### src/rtl/matrix_pkg.sv
// Shared constants, line storage type and FSM state encodings for the
// HUB75 receive path.
package matrix_pkg;

  localparam int MATRIX_COLUMNS    = 64;
  localparam int MATRIX_PLANES     = 6;
  localparam int MATRIX_ROW_BITS   = 4;
  localparam int MATRIX_PIXEL_BITS = 6;

  localparam int FB_COL_BITS   = 6;
  localparam int FB_ROW_BITS   = MATRIX_ROW_BITS;
  localparam int FB_PLANE_BITS = 3;
  localparam int FB_ADDR_BITS  = FB_PLANE_BITS + FB_ROW_BITS + FB_COL_BITS;

  // One full displayed line: element c is the pixel for column c.
  typedef logic [MATRIX_COLUMNS-1:0][MATRIX_PIXEL_BITS-1:0] line_t;

  typedef enum logic [1:0] {
    CAP_SHIFT,
    CAP_WAIT_OE,
    CAP_DISPLAY,
    CAP_COMMIT
  } cap_state_t;

  typedef enum logic {
    DRAIN_EMPTY,
    DRAIN_ACTIVE
  } drain_state_t;

  // Bit-plane from OE pulse width: floor(log2 w) - 1, clamped to 0..5.
  function automatic logic [FB_PLANE_BITS-1:0] plane_from_width(input logic [31:0] w);
    logic [FB_PLANE_BITS-1:0] plane;
    if (w >= 32'd64)      plane = 3'd5;
    else if (w >= 32'd32) plane = 3'd4;
    else if (w >= 32'd16) plane = 3'd3;
    else if (w >= 32'd8)  plane = 3'd2;
    else if (w >= 32'd4)  plane = 3'd1;
    else                  plane = 3'd0;
    return plane;
  endfunction

endpackage

### src/rtl/hub_input_sync.sv
// Synchronises the asynchronous HUB75 inputs onto clk_in and produces
// single-cycle edge pulses for clk/lat/oe, with row and rgb delay-matched
// to those pulses.
module hub_input_sync
  import matrix_pkg::*;
#(
  parameter int SYNC_STAGES = 2
) (
  input  logic                         clk_in,
  input  logic                         reset,
  input  logic                         hub_clk,
  input  logic                         hub_lat,
  input  logic                         hub_oe,
  input  logic [MATRIX_ROW_BITS-1:0]   hub_row,
  input  logic [MATRIX_PIXEL_BITS-1:0] hub_rgb,
  output logic                         clk_rise,
  output logic                         lat_rise,
  output logic                         oe_rise,
  output logic                         oe_fall,
  output logic [MATRIX_ROW_BITS-1:0]   row,
  output logic [MATRIX_PIXEL_BITS-1:0] rgb
);

  localparam int BUS_W = 3 + MATRIX_ROW_BITS + MATRIX_PIXEL_BITS;

  // Bus layout: {clk, lat, oe, row, rgb}, all carried through the same flops.
  logic [SYNC_STAGES-1:0][BUS_W-1:0] sync_q;
  logic [BUS_W-1:0]                  edge_q;
  logic [2:0]                        prev_q;

  // Synchroniser chain, then the edge register and the previous control level.
  always_ff @(posedge clk_in) begin
    if (!reset) begin
      sync_q <= '0;
      edge_q <= '0;
      prev_q <= '0;
    end else begin
      sync_q[0] <= {hub_clk, hub_lat, hub_oe, hub_row, hub_rgb};
      for (int i = 1; i < SYNC_STAGES; i++) begin
        sync_q[i] <= sync_q[i-1];
      end
      edge_q <= sync_q[SYNC_STAGES-1];
      prev_q <= edge_q[BUS_W-1 -: 3];
    end
  end

  assign clk_rise = edge_q[BUS_W-1] & ~prev_q[2];
  assign lat_rise = edge_q[BUS_W-2] & ~prev_q[1];
  assign oe_rise  = edge_q[BUS_W-3] & ~prev_q[0];
  assign oe_fall  = ~edge_q[BUS_W-3] & prev_q[0];
  assign row      = edge_q[MATRIX_PIXEL_BITS +: MATRIX_ROW_BITS];
  assign rgb      = edge_q[MATRIX_PIXEL_BITS-1:0];

endmodule

### src/rtl/matrix_capture.sv
// HUB75 line capture: reassembles each latched 64-pixel line, tags it with
// row and bit-plane, and streams it out as framebuffer writes through a
// two-entry ping-pong line store.
// Optional feature: define MATRIX_CAPTURE_PLANE_DECODE_EN to derive the
// bit-plane from the OE pulse width instead of the per-row down-counter.
module matrix_capture
  import matrix_pkg::*;
#(
  parameter int SYNC_STAGES  = 2,
  parameter int OE_CNT_WIDTH = 8
) (
  input  logic                         clk_in,
  input  logic                         reset,
  input  logic                         hub_clk,
  input  logic                         hub_lat,
  input  logic                         hub_oe,
  input  logic [MATRIX_ROW_BITS-1:0]   hub_row,
  input  logic [MATRIX_PIXEL_BITS-1:0] hub_rgb,
  output logic                         fb_wr_valid,
  input  logic                         fb_wr_ready,
  output logic [FB_ADDR_BITS-1:0]      fb_wr_addr,
  output logic [MATRIX_PIXEL_BITS-1:0] fb_wr_data,
  output logic                         err_shift,
  output logic                         err_short,
  output logic                         err_overflow,
  output logic                         err_oe
);

  logic                         clk_rise, lat_rise, oe_rise, oe_fall;
  logic [MATRIX_ROW_BITS-1:0]   sync_row;
  logic [MATRIX_PIXEL_BITS-1:0] sync_rgb;

  logic [6:0]             shift_cnt;
  logic [FB_COL_BITS-1:0] fill_col;
  line_t                  fill_line, closed_line;
  line_t                  line_buf [2];
  logic [FB_ROW_BITS-1:0]   buf_row   [2];
  logic [FB_PLANE_BITS-1:0] buf_plane [2];

  cap_state_t               cap_state, cap_next;
  logic [FB_ROW_BITS-1:0]   disp_row;
  logic [FB_PLANE_BITS-1:0] commit_plane;
  logic                     commit_fire, commit_take, commit_ok;

  drain_state_t           drain_state, drain_next;
  logic [1:0]             buf_count, count_next;
  logic                   wr_sel, rd_sel;
  logic [FB_COL_BITS-1:0] drain_col;
  logic                   beat, last_beat;

  hub_input_sync #(.SYNC_STAGES(SYNC_STAGES)) u_sync (
    .clk_in   (clk_in),
    .reset    (reset),
    .hub_clk  (hub_clk),
    .hub_lat  (hub_lat),
    .hub_oe   (hub_oe),
    .hub_row  (hub_row),
    .hub_rgb  (hub_rgb),
    .clk_rise (clk_rise),
    .lat_rise (lat_rise),
    .oe_rise  (oe_rise),
    .oe_fall  (oe_fall),
    .row      (sync_row),
    .rgb      (sync_rgb)
  );

  // First shifted pixel lands in the rightmost column.
  assign fill_col = 6'(MATRIX_COLUMNS - 1) - shift_cnt[5:0];

  // Shift-edge counter and the shift-length error flags; a latch wins over a coincident shift edge.
  always_ff @(posedge clk_in) begin
    if (!reset) begin
      shift_cnt <= '0;
      err_shift <= 1'b0;
      err_short <= 1'b0;
    end else if (lat_rise) begin
      shift_cnt <= '0;
      if (shift_cnt < 7'(MATRIX_COLUMNS)) err_short <= 1'b1;
    end else if (clk_rise) begin
      if (shift_cnt == 7'(MATRIX_COLUMNS)) err_shift <= 1'b1;
      else                                 shift_cnt <= shift_cnt + 7'd1;
    end
  end

  // Pixel storage: fill line, the closed line awaiting display, and the two drain buffers.
  always_ff @(posedge clk_in) begin
    if (clk_rise && !lat_rise && shift_cnt < 7'(MATRIX_COLUMNS)) fill_line[fill_col] <= sync_rgb;
    if (lat_rise) closed_line <= fill_line;
    if (commit_ok) begin
      line_buf[wr_sel]  <= closed_line;
      buf_row[wr_sel]   <= disp_row;
      buf_plane[wr_sel] <= commit_plane;
    end
  end

  // Capture FSM state register.
  always_ff @(posedge clk_in) begin
    if (!reset) cap_state <= CAP_SHIFT;
    else        cap_state <= cap_next;
  end

  // Capture FSM next state; a new latch always restarts the wait for OE.
  always_comb begin
    cap_next    = cap_state;
    commit_fire = 1'b0;
    case (cap_state)
      CAP_SHIFT:   if (lat_rise) cap_next = CAP_WAIT_OE;
      CAP_WAIT_OE: if (lat_rise) cap_next = CAP_WAIT_OE;
                   else if (oe_rise) cap_next = CAP_DISPLAY;
      CAP_DISPLAY: if (lat_rise) cap_next = CAP_WAIT_OE;
                   else if (oe_fall) cap_next = CAP_COMMIT;
      CAP_COMMIT: begin
        commit_fire = 1'b1;
        cap_next    = lat_rise ? CAP_WAIT_OE : CAP_SHIFT;
      end
      default:     cap_next = CAP_SHIFT;
    endcase
  end

  // Row is captured on the OE rising edge of the line being displayed.
  always_ff @(posedge clk_in) begin
    if (!reset) disp_row <= '0;
    else if (cap_state == CAP_WAIT_OE && oe_rise && !lat_rise) disp_row <= sync_row;
  end

`ifdef MATRIX_CAPTURE_PLANE_DECODE_EN
  logic [OE_CNT_WIDTH-1:0] oe_cnt;

  // OE width counter; counts every DISPLAY cycle including the falling-edge cycle, so it ends at the pulse width.
  always_ff @(posedge clk_in) begin
    if (!reset) oe_cnt <= '0;
    else if (cap_state == CAP_WAIT_OE && oe_rise && !lat_rise) oe_cnt <= '0;
    else if (cap_state == CAP_DISPLAY && oe_cnt != '1) oe_cnt <= oe_cnt + OE_CNT_WIDTH'(1);
  end

  assign commit_plane = plane_from_width(32'(oe_cnt));
  assign commit_take  = commit_fire && (32'(oe_cnt) >= 32'd2);

  // Too-short OE pulses are flagged and their line dropped.
  always_ff @(posedge clk_in) begin
    if (!reset) err_oe <= 1'b0;
    else if (commit_fire && !commit_take) err_oe <= 1'b1;
  end
`else
  logic [FB_ROW_BITS-1:0]   last_row;
  logic                     last_row_valid;
  logic [FB_PLANE_BITS-1:0] plane_cnt;

  // Bit-planes arrive MSB first per row: restart at the top plane on a new row, else step down and wrap.
  assign commit_plane = (!last_row_valid || disp_row != last_row || plane_cnt == '0)
                        ? 3'(MATRIX_PLANES - 1) : plane_cnt - 3'd1;
  assign commit_take  = commit_fire;
  assign err_oe       = 1'b0;

  // Remember the last committed row and plane for the down-counter.
  always_ff @(posedge clk_in) begin
    if (!reset) begin
      last_row       <= '0;
      last_row_valid <= 1'b0;
      plane_cnt      <= '0;
    end else if (commit_take) begin
      last_row       <= disp_row;
      last_row_valid <= 1'b1;
      plane_cnt      <= commit_plane;
    end
  end
`endif

  // A commit fits if a buffer is free, or if the final beat frees one in the same cycle.
  assign beat      = (drain_state == DRAIN_ACTIVE) && fb_wr_ready;
  assign last_beat = beat && (drain_col == '0);
  assign commit_ok = commit_take && (buf_count != 2'd2 || last_beat);

  // Drain FSM next state from the buffer occupancy after this cycle's commit and beat.
  always_comb begin
    count_next = buf_count;
    drain_next = drain_state;
    if (commit_ok && !last_beat)      count_next = buf_count + 2'd1;
    else if (!commit_ok && last_beat) count_next = buf_count - 2'd1;
    drain_next = (count_next != 2'd0) ? DRAIN_ACTIVE : DRAIN_EMPTY;
  end

  // Drain FSM state, buffer pointers, column counter and overflow flag.
  always_ff @(posedge clk_in) begin
    if (!reset) begin
      drain_state  <= DRAIN_EMPTY;
      buf_count    <= 2'd0;
      wr_sel       <= 1'b0;
      rd_sel       <= 1'b0;
      drain_col    <= '1;
      err_overflow <= 1'b0;
    end else begin
      drain_state <= drain_next;
      buf_count   <= count_next;
      if (commit_ok) wr_sel <= ~wr_sel;
      if (commit_take && !commit_ok) err_overflow <= 1'b1;
      if (last_beat) rd_sel <= ~rd_sel;
      if (beat) drain_col <= drain_col - 6'd1;
    end
  end

  assign fb_wr_valid = (drain_state == DRAIN_ACTIVE);
  assign fb_wr_addr  = fb_wr_valid ? {buf_plane[rd_sel], buf_row[rd_sel], drain_col} : '0;
  assign fb_wr_data  = fb_wr_valid ? line_buf[rd_sel][drain_col] : '0;

endmodule
### config.mk
export PLATFORM = sky130hd
export DESIGN_NAME = matrix_capture
export DESIGN_NICKNAME = d
export VERILOG_FILES = /design/src/rtl/matrix_pkg.sv /design/src/rtl/hub_input_sync.sv /design/src/rtl/matrix_capture.sv
export SDC_FILE = /design/constraint.sdc
export NUM_CORES = 1
export LEC_CHECK = 0
export CAP_MARGIN = 5
export CORE_ASPECT_RATIO = 0.5
export CORE_UTILIZATION = 55
export DETAILED_ROUTE_END_ITERATION = 7
export PLACE_DENSITY = 0.77
export SYNTH_ARGS = -nofsm -noshare
export SYNTH_HDL_FRONTEND = slang
export SYNTH_SLANG_ARGS = --single-unit
### constraint.sdc
create_clock -name clk_in -period 48.9 [get_ports clk_in]
set_input_delay 4.89 -clock clk_in [delete_from_list [all_inputs] [get_ports clk_in]]
set_output_delay 4.89 -clock clk_in [all_outputs]
set_load 0.02 [all_outputs]
==> results of run 1 <==
==> per-layer routing <==
metal  wire length [um]  up-vias
li1                   -    10456
met1              43000    12945
met2              57000     1348
met3               9920      234
met4               3290        2
met5                  7        -
==> cell usage after synthesis, drive strengths merged (9+ instances only) <==
master	number	area, um^2
buf	52	378
nand3	19	95.1
nor2	85	319
mux4	144	3280
a22oi	11	82.6
o22ai	9	56.3
clkbuf	42	159
nand4	19	119
dfxtp	78	1560
a21oi	21	105
mux2	80	908
edfxtp	1550	46500
o221ai	11	96.3
nand2	102	383
inv	9	33.8
nor2b	27	169
a21boi	12	90.1
o21ai	15	75.1
mux2i	47	470
xnor2	9	78.8
and2	54	338
==> stage by stage <==
step,area [um^2],std cells,utilization [%]
2_1_floorplan,56400,2527,-
3_3_place_gp,58300,3851,57.8
3_5_place_dp,58300,3851,57.8
4_1_cts,62600,4099,62.1
5_1_grt,62600,4099,62.1
6_report,62600,4100,62.1
==> area by class of cell <==
type	instances	area, um^2
Antenna cell	1	2.50
Clock buffer	183	3800
Clock inverter	65	544
Fill cell	6239	38200
Inverter	9	41.3
Multi-Input combinational cell	796	7770
Sequential cell	1628	48100
Tap cell	1344	1680
Timing Repair Buffer	74	671
==> sequential cells by signal (all words and copies together) (netlist names), 3 cells and up, named ones only <==
signal	count
closed_line	384
u_sync.edge_q	13
buf_row	8
plane_cnt	3
line_buf	768
buf_plane	6
shift_cnt	7
last_row	4
u_sync.sync_q	26
disp_row	4
drain_col	6
u_sync.prev_q	3
fill_line	384
==> placed cells by master, fill, tap and decap left out, drive strengths merged, types with 6 or more instances in the layout <==
cell type,Yosys,routed
a211oi,6,6
a21boi,12,12
a21oi,21,21
a221oi,8,8
a222oi,6,6
a22oi,11,11
a31oi,8,8
a32oi,6,6
a41oi,7,7
and2,54,54
buf,52,37
bufinv,0,8
clkbuf,42,183
clkdlybuf4s50,0,37
clkinv,0,45
dfxtp,78,78
edfxtp,1550,1550
ha,6,6
inv,9,17
mux2,80,80
mux2i,47,47
mux4,144,144
nand2,102,102
nand2b,8,8
nand3,19,19
nand3b,7,7
nand4,19,19
nand4b,7,7
nor2,85,85
nor2b,27,27
o21ai,15,15
o221ai,11,11
o22ai,9,9
o31ai,6,6
xnor2,9,9
xor2,6,6
==> worst paths after layout <==
path / cells after the start / start / endpoint
min: 0 / fill_line[188] / closed_line[188]
max reg2reg: 9 / drain_col[1] / line_buf[0][295]
max: 8 / flop / fb_wr_data[3]
min reg2reg: 0 / fill_line[188] / closed_line[188]
==> critical path, cell delays in order (launching register included) <==
cell	delay [ps]
dfxtp_4	790
buf_4	770
buf_4	920
mux4_2	620
mux2_2	290
a221oi_1	640
a311o_1	320
nand4_1	160
clkdlybuf4s50_1	610
==> power by group through the flow <==
stage               Sequential [uW]  Combinational, uW  Clock (uW)
finish                         1510               13.6        1070
global route                   1510               14.3        1130
CTS                            1510               13.6        1080
detailed placement             1540               13.4           0
global placement               1540               13.2           0
floorplan                      1540               5.71           0
==> logic make-up (layout without fill, tap and decap cells) <==
family                     after synthesis  count (layout)  synth area share, %
and+or+nand+nor                        353             353                 3.13
DFF                                   1628            1628                 85.3
other                                    1               2              0.00665
buffers and inverters                  103             331                 1.01
xor gates and xnor gates                15              15                0.233
adders and majority gates                6               6                0.133
AOI/OAI and AO/OA                      150             150                 1.95
muxes                                  271             271                 8.27
==> results.md, run 1 <==
- Gates resized, CTS repair: 0
- WHS: 403 ps
- Setup crit end kind: output port
- Avg Cell Area, Syn: 22.3 um^2
- Syn_nets: 2549
- P_sw: 490 uW
- Worst-path maximum fanout: 59
- Final-report hold violation count: 0
- Root Driver: clkbuf_16
- Die ar.: 0.104 mm^2
- Worst EP arrival: 5950 ps
- Max Buffers Root-to-Sink: 3
- Final Max Tran Viols: 0
- Largest net degree at the start of global routing: 190
- Crit path kind: flop to output port
- Number of synthesized flops with an enable pin: 1550
- Via count: 24985
- CP required: 44010 ps
- Clock Latency Late Sink: 750 ps
- GR met3 Demand/Resource: 4.30%
- Gr ovfl total: 0
- #FFs+latches synth: 1628
- Post-Route WL: 113 mm
- Post-synth top flop: edfxtp_1
- Final setup fails: 0
- Power share of the clock group: 41.2%
- Final TNS setup: 0 ps
- Max cap viols: 0
- Tot Pwr: 2590 uW
- Sw Ratio: 18.9%
- DRC violations left: 0
- Clock slew at reported path FFs: 70 ps
- Detail Placement HPWL: 58.3 mm
- Status: complete, no violations
- Global-route wire length before repair: 166 mm
- Sequential share of power: 58.2%
- Worst vdd ir: 26.7 uV
- Setup Skew: 33.6 ps
- Gr busiest metal: met2
- TritonCTS clock tree: built
- I/O pin total: 40
- Yosys warns: 0
- Leak Pwr: 0.0213 uW
- Initial Util: 55.9%
- Cts bufs inserted: 137
- RSZ-0062 raised after global routing: no
- Met2 usage in global routing: 36.3%
- Setup ws final: 38060 ps
- Hold/Removal Path Class: flop to flop
- Gr usage total: 22.0%
- Post-synthesis cell area: 0.0564 mm^2
- Fin crit period: 10840 ps
- Netlist cell types: 64
- Gate power share: 0.5%
- DR vias/cell: 6.09
- Cells after Synth: 2527
- Core Area: 0.101 mm^2
- Worst-margin pin slew: 1230 ps
- Async SR Flop Fraction: 0%
- Vias in the first global route: 26099
- R2R setup slack: 43330 ps
- DRT Pass-1 Iters: 5
- Post-CTS Setup Inserts: 0
- Dpl ws: 38750 ps
- P_int: 2100 uW
- Placer Congestion: 0.766
- Row count: 82
- CP startpoint kind: flop
- Sequential share of the synthesized area: 85.3%
- PortBufs: 38
- NumNets Final: 2668
- Met1 usage: 29.4%
- H-tree depth: 4
- Antenna-violating nets left: 0
- Area Growth Syn to Fin: 11.0%
- Clock sink total: 1628
- Chip width: 455 um
- Achievable clock frequency: 92.3 MHz
- Final Cycle Share: 22.2%
- Antenna violations before repair: 1
- Worst slew margin: 17.9%
- Share of layout cells above drive strength 1: 16.9%
- Hold Buf Count CTS: 0
- DR WL/cell: 27.6 um
- DR iter-0 viols: 3112
- PwrDens: 41.4 mW/mm^2
- Die H: 228 um
No activity file was read; power rests on OpenSTA's default activity.
==> run 2: changes to the inputs <==
- clock period: 48.9 -> 11.2 ns (I/O delays scaled with it)
==> run 2 against run 1 <==
Compared with the run above:
- worst setup slack worse by 33000 ps
- sequential share of layout area about the same
- sequential cell count unchanged
- largest power group unchanged
- count of clock-buffer cells in the layout up 4
- power rose to 4.4 times the previous value
- global-route usage down 0.12 points
- via count down 1.1%
- non-clock buffer count down 6
- utilization about the same
- largest cell class unchanged
- final cell count down 0.12%
- register-to-register slack worse by 37000 ps
- first-iteration DRC count down 7.6%
==> results.md, run 2 (synthesis gave the netlist of run 1 again) <==
- Met2 usage in global routing: 36.5% (+0.23 points)
- Gr busiest metal: met2
- Achievable clock frequency: 164 MHz
- Detail Placement HPWL: 58.2 mm (about the same)
- Final Max Tran Viols: 0 (unchanged)
- Max Buffers Root-to-Sink: 3 (unchanged)
- Antenna violations before repair: 5 (+4)
- PwrDens: 180 mW/mm^2 (+340%)
- DRC violations left: 0 (unchanged)
- Largest registers: line_buf (768), closed_line (384), fill_line (384)
- Gates resized, CTS repair: 0 (unchanged)
- Status: complete, no violations
- Area of the multi-input gates: 0.00777 mm^2 (unchanged)
- N_diodes: 0 (-1)
- Final cell count without fillers: 4095 (-0.12%)
- Crit path kind: flop to output port
- Sw Ratio: 18.7% (-0.16 points)
- Worst-margin pin slew: 1330 ps (+97.9 ps)
- TritonCTS clock tree: built
- Tot Pwr: 11300 uW (+340%)
- Design Area, Final: 0.0626 mm^2 (about the same)
- Setup Skew: 25.7 ps (-7.96 ps)
- Clock slew at reported path FFs: 70 ps (about the same)
- Global-route wire length before repair: 165 mm (-0.61%)
- Gr usage total: 21.9% (-0.12 points)
- # fillers: 6235 (-0.064%)
- Chip width: 455 um (unchanged)
- I/O pin total: 40 (unchanged)
- Power share of the clock group: 41.1% (about the same)
- Core Area: 0.101 mm^2 (unchanged)
- Leak Pwr: 0.0213 uW (about the same)
- Antenna-violating nets left: 0 (unchanged)
- Final-report hold violation count: 0 (unchanged)
- NumNets Final: 2662 (-0.22%)
- Die ar.: 0.104 mm^2 (unchanged)
- H-tree depth: 4 (unchanged)
- Worst EP arrival: 4970 ps (-980 ps)
- Most common cell after layout, fill and taps aside: edfxtp_1
- Die H: 228 um (unchanged)
- P_int: 9180 uW (+340%)
- Post-Route WL: 112 mm (-1.1%)
- Final TNS setup: 0 ps (unchanged)
- Hold Crit Depth: 0 (unchanged)
- Hold Buf Count CTS: 0 (unchanged)
- Worst slew margin: 11.1% (-6.7 points)
- Finished Core Util: 62.1% (about the same)
- Fin crit period: 6090 ps
- Max reg flops: 768 (unchanged)
- Hold/Removal Path Class: flop to flop
- Via count: 24698 (-1.1%)
- P_sw: 2120 uW (+330%)
- DP Area: 0.0583 mm^2 (about the same)
- CP startpoint kind: flop
- Root Driver: clkbuf_16
- Initial Util: 55.9% (unchanged)
- Sequential share of power: 58.4% (+0.2 points)
- DR vias/cell: 6.03 (-1.0%)
- Sequential cell area: 0.0481 mm^2 (unchanged)
- Final setup fails: 0 (unchanged)
- Vias in the first global route: 25871 (-0.87%)
- Clock Latency Late Sink: 740 ps (about the same)
- Final Cycle Share: 54.4%
- DR WL/cell: 27.3 um (-1.0%)
- DR iter-0 viols: 2875 (-7.6%)
- CP required: 10080 ps (-33930 ps)
- Setup crit end kind: output port
- Post-CTS Setup Inserts: 0 (unchanged)
- Largest reg by FF count: line_buf
- PortBufs: 38 (unchanged)
- Met1 usage: 28.9% (-0.52 points)
- GR met3 Demand/Resource: 4.14% (-0.17 points)
- Cts bufs inserted: 137 (unchanged)
- Most frequent cells in the layout: edfxtp_1, clkbuf_16, mux4_2
- Clock sink total: 1628 (unchanged)
- Post-Place Cells: 3844 (-0.18%)
- Worst R2R Path Depth: 8 (-1)
- Placer Congestion: 0.822 (+7.4%)
- Worst vdd ir: 113 uV (+320%)
- Largest net degree at the start of global routing: 181 (-4.7%)
- Row count: 82 (unchanged)
- RSZ-0062 raised after global routing: no
- Max cap viols: 0 (unchanged)
- Gate power share: 0.5% (about the same)
- Worst-path maximum fanout: 18 (-69%)
- Share of layout cells above drive strength 1: 16.6% (-0.30 points)
- Area Growth Syn to Fin: 11.0% (about the same)
- DRT Pass-1 Iters: 7 (+2)
- Gr ovfl total: 0 (unchanged)
==> run 2: changes by cell type in the layout (fill, tap and decap cells not counted), moves of 2 or more <==
cell	previous run	this run
buf_12	2	4
clkbuf_1	34	37
clkinv_1	22	24
buf_4	34	25
inv_6	7	5
==> run 2: worst paths after layout <==
kind	from	endpoint	slack, ps
min reg2reg	fill_line[68]	closed_line[68]	410
max	fb_wr_valid	fb_wr_data[1]	5110
max reg2reg	drain_col[1]	line_buf[0][181]	6100
min	fill_line[68]	closed_line[68]	410
==> run 2: power by group through the flow <==
stage / combinational [uW] / clock [uW] / sequential, uW
CTS: 58.8 / 4690 / 6600
finish: 58.6 / 4640 / 6600
detailed placement: 58.0 / 0 / 6730
global route: 61.9 / 4920 / 6590
floorplan: 24.9 / 0 / 6740
global placement: 57.6 / 0 / 6730
==> run 2: layout make-up <==
| class | instances | share of cell area, % |
|---|---|---|
| multi-input cells | 796 | 12.4 |
| well taps | 1344 | 2.69 |
| clock buffers | 187 | 6.13 |
| repair buffers | 68 | 1.05 |
| inverters | 9 | 0.0659 |
| clock inverters | 63 | 0.811 |
| flip-flops and latches | 1628 | 76.9 |
==> run 2: metal layers <==
layer / up-vias / part of all wire [%]
met1: 12722 / 38
met4: 2 / 3.1
met5: - / 0.011
li1: 10437 / -
met3: 223 / 8.7
met2: 1314 / 50
==> run 2: critical path: stages, from the launching register on <==
cell             delay, ps
dfxtp_1                840
nor3b_1               1130
o221ai_1               390
a31oi_1                570
o21ai_0                400
nand4_1                250
clkdlybuf4s50_1        640
==> run 2: metrics by stage <==
step,hold slack [ps],setup slack [ps]
finish,406,5110
global route,415,4900
CTS,406,4950
detailed placement,405,5790
global placement,400,5810
floorplan,400,1490
